===== config.mk =====
export PLATFORM = sky130hd
export DESIGN_NAME = ccff_loader
export DESIGN_NICKNAME = d
export VERILOG_FILES = /design/src/rtl/ccff_loader.sv
export SDC_FILE = /design/constraint.sdc
export NUM_CORES = 1
export LEC_CHECK = 0
export BUFFER_PORTS_ARGS = -buffer_cell sky130_fd_sc_hd__buf_2
export CORE_MARGIN = 2
export CORE_UTILIZATION = 48
export CTS_CLUSTER_DIAMETER = 100
export DETAILED_ROUTE_END_ITERATION = 12
export PLACE_DENSITY = 0.74
export SETUP_SLACK_MARGIN = 0.3
export SLEW_MARGIN = 20
export SYNTH_ARGS = -nofsm -noshare
export SYNTH_HDL_FRONTEND = slang
export SYNTH_SLANG_ARGS = --single-unit

===== constraint.sdc =====
create_clock -name prog_clock -period 1.7 [get_ports prog_clock]
set_input_delay 0.085 -clock prog_clock [delete_from_list [all_inputs] [get_ports prog_clock]]
set_output_delay 0.085 -clock prog_clock [all_outputs]
set_load 0.1 [all_outputs]

===== src/rtl/ccff_loader.sv =====
// Purpose : streams a bitstream into NUM_CHAINS parallel config chains, then settles and raises cfg_done.
// Latency : an accepted slice appears on ccff_head (ccff_shift=1) one prog_clock later; cfg_done SETTLE_CYC+1 cycles after the last slice.
// Backpressure: bs_ready is high only in LOAD and depends on state alone; a source stalled TIMEOUT cycles aborts to ERROR.
//
// Ports:
//   prog_clock, global_reset (async, active low)
//   start                      : begin a load (honoured in IDLE, DONE, ERROR)
//   bs_valid/bs_data/bs_ready  : bitstream slice stream, bit i feeds chain i
//   ccff_head/ccff_shift       : registered serial data and shift strobe to the chain heads
//   ccff_tail                  : chain outputs (not used by the control logic)
//   config_enable, cfg_done    : fabric configuration mode and completion
//   busy, err, bit_count       : status; bit_count counts slices accepted in the current load
module ccff_loader #(
  parameter int NUM_CHAINS = 10,
  parameter int CHAIN_LEN  = 1024,
  parameter int SETTLE_CYC = 4,
  parameter int TIMEOUT    = 256,
  parameter int CNT_W      = 16
) (
  input  logic                  prog_clock,
  input  logic                  global_reset,
  input  logic                  start,
  input  logic                  bs_valid,
  input  logic [NUM_CHAINS-1:0] bs_data,
  output logic                  bs_ready,
  output logic [NUM_CHAINS-1:0] ccff_head,
  output logic                  ccff_shift,
  input  logic [NUM_CHAINS-1:0] ccff_tail,
  output logic                  config_enable,
  output logic                  cfg_done,
  output logic                  busy,
  output logic                  err,
  output logic [CNT_W-1:0]      bit_count
);

  localparam int STALL_W  = $clog2(TIMEOUT + 1);
  localparam int SETTLE_W = $clog2(SETTLE_CYC + 1);

  localparam logic [CNT_W-1:0]    CNT_FULL    = CNT_W'(CHAIN_LEN);
  localparam logic [CNT_W-1:0]    CNT_LAST    = CNT_W'(CHAIN_LEN - 1);
  localparam logic [STALL_W-1:0]  STALL_LAST  = STALL_W'(TIMEOUT - 1);
  localparam logic [SETTLE_W-1:0] SETTLE_LAST = SETTLE_W'(SETTLE_CYC - 1);

  typedef enum logic [2:0] {
    S_IDLE,
    S_LOAD,
    S_SETTLE,
    S_DONE,
    S_ERROR
  } state_t;

  state_t                state, nxt_state;
  logic [STALL_W-1:0]    stall_cnt, nxt_stall;
  logic [SETTLE_W-1:0]   settle_cnt, nxt_settle;
  logic [NUM_CHAINS-1:0] nxt_head;
  logic                  nxt_shift, nxt_cen, nxt_done, nxt_err;
  logic [CNT_W-1:0]      nxt_count;
  logic                  xfer;

  // The tail is carried only so the port list mirrors the fabric side.
  logic unused_tail;
  assign unused_tail = ^ccff_tail;

  assign bs_ready = (state == S_LOAD);
  assign busy     = (state == S_LOAD) || (state == S_SETTLE);
  assign xfer     = bs_valid && bs_ready;

  always_ff @(posedge prog_clock or negedge global_reset) begin
    if (!global_reset) begin
      state         <= S_IDLE;
      ccff_head     <= '0;
      ccff_shift    <= 1'b0;
      config_enable <= 1'b0;
      cfg_done      <= 1'b0;
      err           <= 1'b0;
      bit_count     <= '0;
      stall_cnt     <= '0;
      settle_cnt    <= '0;
    end else begin
      state         <= nxt_state;
      ccff_head     <= nxt_head;
      ccff_shift    <= nxt_shift;
      config_enable <= nxt_cen;
      cfg_done      <= nxt_done;
      err           <= nxt_err;
      bit_count     <= nxt_count;
      stall_cnt     <= nxt_stall;
      settle_cnt    <= nxt_settle;
    end
  end

  always_comb begin
    nxt_state  = state;
    nxt_head   = ccff_head;   // head only moves on an accepted slice
    nxt_shift  = 1'b0;
    nxt_cen    = config_enable;
    nxt_done   = cfg_done;
    nxt_err    = err;
    nxt_count  = bit_count;
    nxt_stall  = stall_cnt;
    nxt_settle = settle_cnt;

    case (state)
      S_IDLE, S_DONE, S_ERROR: begin
        if (start) begin
          nxt_state = S_LOAD;
          nxt_count = '0;
          nxt_cen   = 1'b1;
          nxt_done  = 1'b0;
          nxt_err   = 1'b0;
          nxt_stall = '0;
        end
      end

      S_LOAD: begin
        if (xfer) begin
          // A slice arriving on the would-be timeout cycle still wins.
          nxt_head  = bs_data;
          nxt_shift = 1'b1;
          nxt_stall = '0;
          nxt_count = (bit_count == CNT_FULL) ? bit_count : bit_count + 1'b1;
          if (bit_count == CNT_LAST) begin
            nxt_state  = S_SETTLE;
            nxt_settle = '0;
          end
        end else if (stall_cnt == STALL_LAST) begin
          nxt_state = S_ERROR;
          nxt_err   = 1'b1;
          nxt_cen   = 1'b0;
          nxt_stall = '0;
        end else begin
          nxt_stall = stall_cnt + 1'b1;
        end
      end

      S_SETTLE: begin
        if (settle_cnt == SETTLE_LAST) begin
          nxt_state = S_DONE;
          nxt_done  = 1'b1;
        end else begin
          nxt_settle = settle_cnt + 1'b1;
        end
      end

      default: begin
        nxt_state = S_IDLE;
      end
    endcase
  end

endmodule


Word level (Yosys, flattened, before mapping)
Index checks and enable logic that the tools add are counted.
{ "word_totals": {"reg_bits": 45, "inputBits": 24, "output_inout_bits": 32, "wordCells": 74} }
{ "op_classes": {"addsub": 3, "n_eq_ne": 18, "n_mux": 30, "reduce_logical": 14} }
{ "op_table": {"columns": ["cell", "n"], "rows": [
  ["$mux W16", 3],
  ["$pmux W16 S2", 1],
  ["$mux W9", 3],
  ["$mux W3", 8],
  ["$pmux W9 S2", 1],
  ["$add A16 B1 Y16 const B", 1],
  ["$eq A16 B10 Y1 const B", 1],
  ["$eq A16 B11 Y1 const B", 1],
  ["$reduce_and A4 Y1", 4],
  ["$add A9 B1 Y9 const B", 1],
  ["$eq A3 B2 Y1 const B", 3],
  ["$eq A9 B8 Y1 const B", 1],
  ["$mux W1", 9],
  ["$pmux W3 S3", 1],
  ["$ne A2 B1 Y1 const B", 4],
  ["$ne A2 B2 Y1 const B", 4],
  ["$pmux W1 S2", 3],
  ["$pmux W3 S2", 1],
  ["$reduce_bool A2 Y1", 3],
  ["$reduce_and A2 Y1", 2],
  ["$add A3 B1 Y3 const B", 1],
  ["$eq A3 B1 Y1 const B", 1],
  ["$eq A3 B3 Y1 const B", 1],
  ["$logic_not A3 Y1", 1],
  ["6 further kinds", 6]
]} }

Logic depth before layout (Yosys ltp)
{ "depth": {"depth_word": 4, "mapped_depth": 11, "mapped_depth_nobuf": 8} }

Least setup slack after synthesis
Ideal clock, no wire load.
{ "synth_path": {"path_type": "register -> register", "startpoint": "reg bit_count[0]", "endpoint": "reg bit_count[5]", "setup_time_ns": 0.162, "arrival_time_ns": 2.257, "required_time_ns": 1.538, "slack_ns": -0.718, "stages_incl_launch_ff": 9, "path_buffers": 1, "period_less_slack_ns": 2.418, "cell_sequence": "dfrtp_1 inv_1 ha_1 nor4bb_1 and4_1 o21ba_4 buf_6 o21ai_2 o41ai_2"} }
{ "synth_between": {"elab_chain_len": 4, "word_cells_on_any_way": 7, "classes_between": "add/sub (1); eq/ne (2); mux (3); reduce/logical (1)"} }
{ "synth_lines": {"columns": ["item", "line", "text"], "rows": [
  ["start: declaration", "33", "output logic [CNT_W-1:0] bit_count"],
  ["start signal: assignment", "86", "bit_count <= nxt_count;"],
  ["$add A16 B1 Y16", "121", "nxt_count = (bit_count == CNT_FULL) ? bit_count : bit_count + 1'b1;"],
  ["$mux W16", "121", null],
  ["$mux W16", "116", "if (xfer) begin"],
  ["$pmux W16 S2", "103", "case (state)"]
]} }
Several ways; a longest one is shown, not always the timed one. The select of a mux whose other input is x is not followed.
A chain may end at the register's enable or synchronous reset.

Worst setup path after layout
{ "layout_path": {"startpoint": "reg bit_count[4]", "endpoint": "reg bit_count[4]"} }
Same word-level chain as after synthesis.

==> results.json <==
{
  "yosys.area.top_type": "dfrtp_1",
  "gp_congestion": 0.850,
  "worst_pin_slew_ps": 491,
  "layout_commonest_cell": "buf_4",
  "cp.required_ps": 1890,
  "max_freq_mhz": 550,
  "final_nets": 387,
  "grt_pass1_wl_um": 11100,
  "htreeDepth": 2,
  "powerDensity_nw_per_um2": 1870,
  "cts.sinks": 45,
  "grt_pass1_vias": 2322,
  "finalWorstSetupSlack_ps": -120,
  "vias_per_cell": 5.67,
  "place_ws_ps": -143,
  "holdWs_ps": 13.2,
  "multi_input_area_um2": 1490,
  "first_pass_iters": 4,
  "crit_type": "reg -> reg",
  "cts_root_buf": "clkbuf_8",
  "io_buffers": 45,
  "vdd_drop_max_mv": 1.59,
  "clockBufferDepth": 2,
  "cp_max_fo": 8,
  "min_path_cells": 2,
  "drive_above_1_share_pct": 59.9,
  "clkTransAtPathRegs_ps": 90,
  "io_pins": 56,
  "maxSlewViolCount": 0,
  "startpoint_type": "register",
  "synth_area_um2": 2390,
  "area_growth_pct": 60.4,
  "min_to": "ccff_head[0]",
  "setup_viol": 16,
  "critPathCaptureType": "register",
  "vias": 2415,
  "min-delay-start": "bs_data[0]",
  "synth_fp_nets": 268,
  "r2r_start": "bit_count[4]",
  "ant_nets": 0,
  "async_flop_share_pct": 100,
  "wl_per_cell_um": 17.5,
  "reg2reg_depth": 6,
  "r2r_slack_ps": -120,
  "syn_avg_cell_area_um2": 10.0,
  "synth_edf_count": 0,
  "postSynthCellCount": 239,
  "violations": "setup timing",
  "drt_iter0_drc": 151,
  "dpl.hpwl_um": 4070,
  "cp_data_arrival_time_ps": 2010,
  "nFillCells": 281,
  "synthTopCellsByArea": "dfrtp_1 47%, mux2_2 5.2%, nor2_1 3.5%",
  "final_util_pct": 80.7,
  "wirelength_um": 7470,
  "p_leak_nw": 1.77,
  "insertion_delay_ps": 300,
  "worst_clock_skew_ps": 4.67,
  "yosysSeqAreaShare_pct": 47.1,
  "finalCriticalPeriod_ps": 1820,
  "die_area_um2": 5560,
  "core_area_um2": 4750,
  "outcome": "finished, violations left",
  "cts_tree": "yes",
  "hold_viol_final": 0,
  "dieHeight_um": 74.6,
  "yosysWarnings": 0,
  "timing.final.crit_share_pct": 107,
  "grt_remaining_overflow": 0,
  "gr-usage-all-layers_pct": 25.9,
  "cts-buffers-inserted": 5,
  "fp-row-count": 25,
  "die_w_um": 74.6,
  "cap_violations": 0,
  "synth_top_flop_cell": "dfrtp_1",
  "seq_area_um2": 1160,
  "drc": 0,
  "hold_class": "in -> reg",
  "grt_max_degree": 20,
  "slew_headroom_pct": 67.5,
  "ys_seq_elements": 45,
  "diodes": 0,
  "synth_cell_types": 50,
  "start_util_pct": 50.3,
  "layout_common_cells": "54 x buf_4, 39 x buf_2, 28 x dfrtp_1, 14 x buf_6",
  "rsz0062_at_grt": "true",
  "antenna_found_initial": 0,
  "r2r_end": "bit_count[4]",
  "yosysTopAreaCellShare_pct": 47.1
}
==> sequential cells by signal (all words and copies together), names as in the netlist <==
name / flops
state: 3
ccff_head: 10
cfg_done: 1
config_enable: 1
stall_cnt: 9
settle_cnt: 3
ccff_shift: 1
err: 1
bit_count: 16
==> worst max-delay path: stages, from the launching register on <==
cell and delay, ps:
dfrtp_4 490, nor4_2 360, and4_4 320, o21ba_4 240, buf_12 150, o21ai_2 70
o31ai_1 80
==> metal layers <==
layer	global-route usage [%]	share of wire, %
met1	33.9	42
met2	42.7	52
met3	5.15	4.8
met4	9.72	1.5
met5	0	0
==> cell usage after synthesis, types with 2 or more instances <==
| cell type | number |
|---|---|
| o21ai_0 | 16 |
| nand3_1 | 10 |
| a21oi_1 | 12 |
| mux2_2 | 11 |
| nor4_1 | 4 |
| nor3_1 | 8 |
| and4_1 | 2 |
| a22o_1 | 3 |
| a21o_1 | 3 |
| o21bai_1 | 2 |
| inv_1 | 10 |
| buf_4 | 2 |
| nor2_1 | 22 |
| dfrtp_1 | 45 |
| or3_1 | 2 |
| a31oi_1 | 2 |
| a211o_1 | 2 |
| o21ai_1 | 8 |
| and2_1 | 3 |
| nor2b_1 | 2 |
| and3_1 | 6 |
| o21a_1 | 2 |
| nand2b_4 | 3 |
| nand2_1 | 14 |
| buf_6 | 4 |
| nand4_1 | 4 |
| o31ai_1 | 6 |
| xor2_1 | 2 |
| ha_1 | 5 |
| or2_2 | 2 |
| nand2b_1 | 3 |
==> area by class of cell <==
type | count | share of cell area (%)
Timing Repair Buffer | 118 | 23.6
Clock buffer | 5 | 1.79
Tap cell | 67 | 2.19
Multi-Input combinational cell | 176 | 38.7
Sequential cell | 45 | 30.4
Clock inverter | 3 | 1.30
Inverter | 12 | 1.99
==> how the worst max path moves through the flow <==
stage               slack (ps)    startpoint       endpoint
floorplan                 -260  bit_count[0]  bit_count[12]
global placement           -80  bit_count[0]  bit_count[12]
CTS                        -70  bit_count[0]  bit_count[15]
detailed placement        -140  bit_count[0]  bit_count[12]
global route              -170  bit_count[4]  bit_count[10]
finish                    -120  bit_count[4]   bit_count[4]
==> power by group <==
part,internal (mW),switching [mW]
sequential,1.34,0.173
clock,0.450,0.392
combinational,1.81,3.00
total,3.61,3.57
==> cells by family (layout without fill, tap and decap cells) <==
family	after synthesis	in the layout	share of synthesized area, %
AO/OA/AOI/OAI	64	64	17.3
adder cells (fa/ha/maj)	5	5	2.62
flip-flops	45	45	47.1
multiplexers	11	11	5.18
AND/OR/NAND/NOR	92	93	21.9
buffers and inverters	19	138	4.81
XOR/XNOR	3	3	1.10
==> what timing repair did <==
| action | in CTS | in global routing |
|---|---|---|
| setup endpoints to repair | 46 | 51 |
| setup buffers | 26 | 5 |
| endpoints found under the hold margin | 18 | 0 |
| pin swaps | 33 | 14 |
| gates resized for setup | 75 | 30 |
| gates cloned | 1 | 0 |
| hold buffers | 2 | 0 |
==> through the flow <==
stage / cells / TNS [ps] / total power [mW] / area (µm²)
2_1_floorplan: 239 / -3970 / 4.28 / 2480
3_3_place_gp: 384 / -412 / 5.03 / 3050
3_5_place_dp: 384 / -1350 / 5.07 / 3050
4_1_cts: 421 / -678 / 6.87 / 3680
5_1_grt: 426 / -2080 / 7.46 / 3840
6_report: 426 / -1040 / 7.17 / 3840
Power figures use the tool's default switching activity.
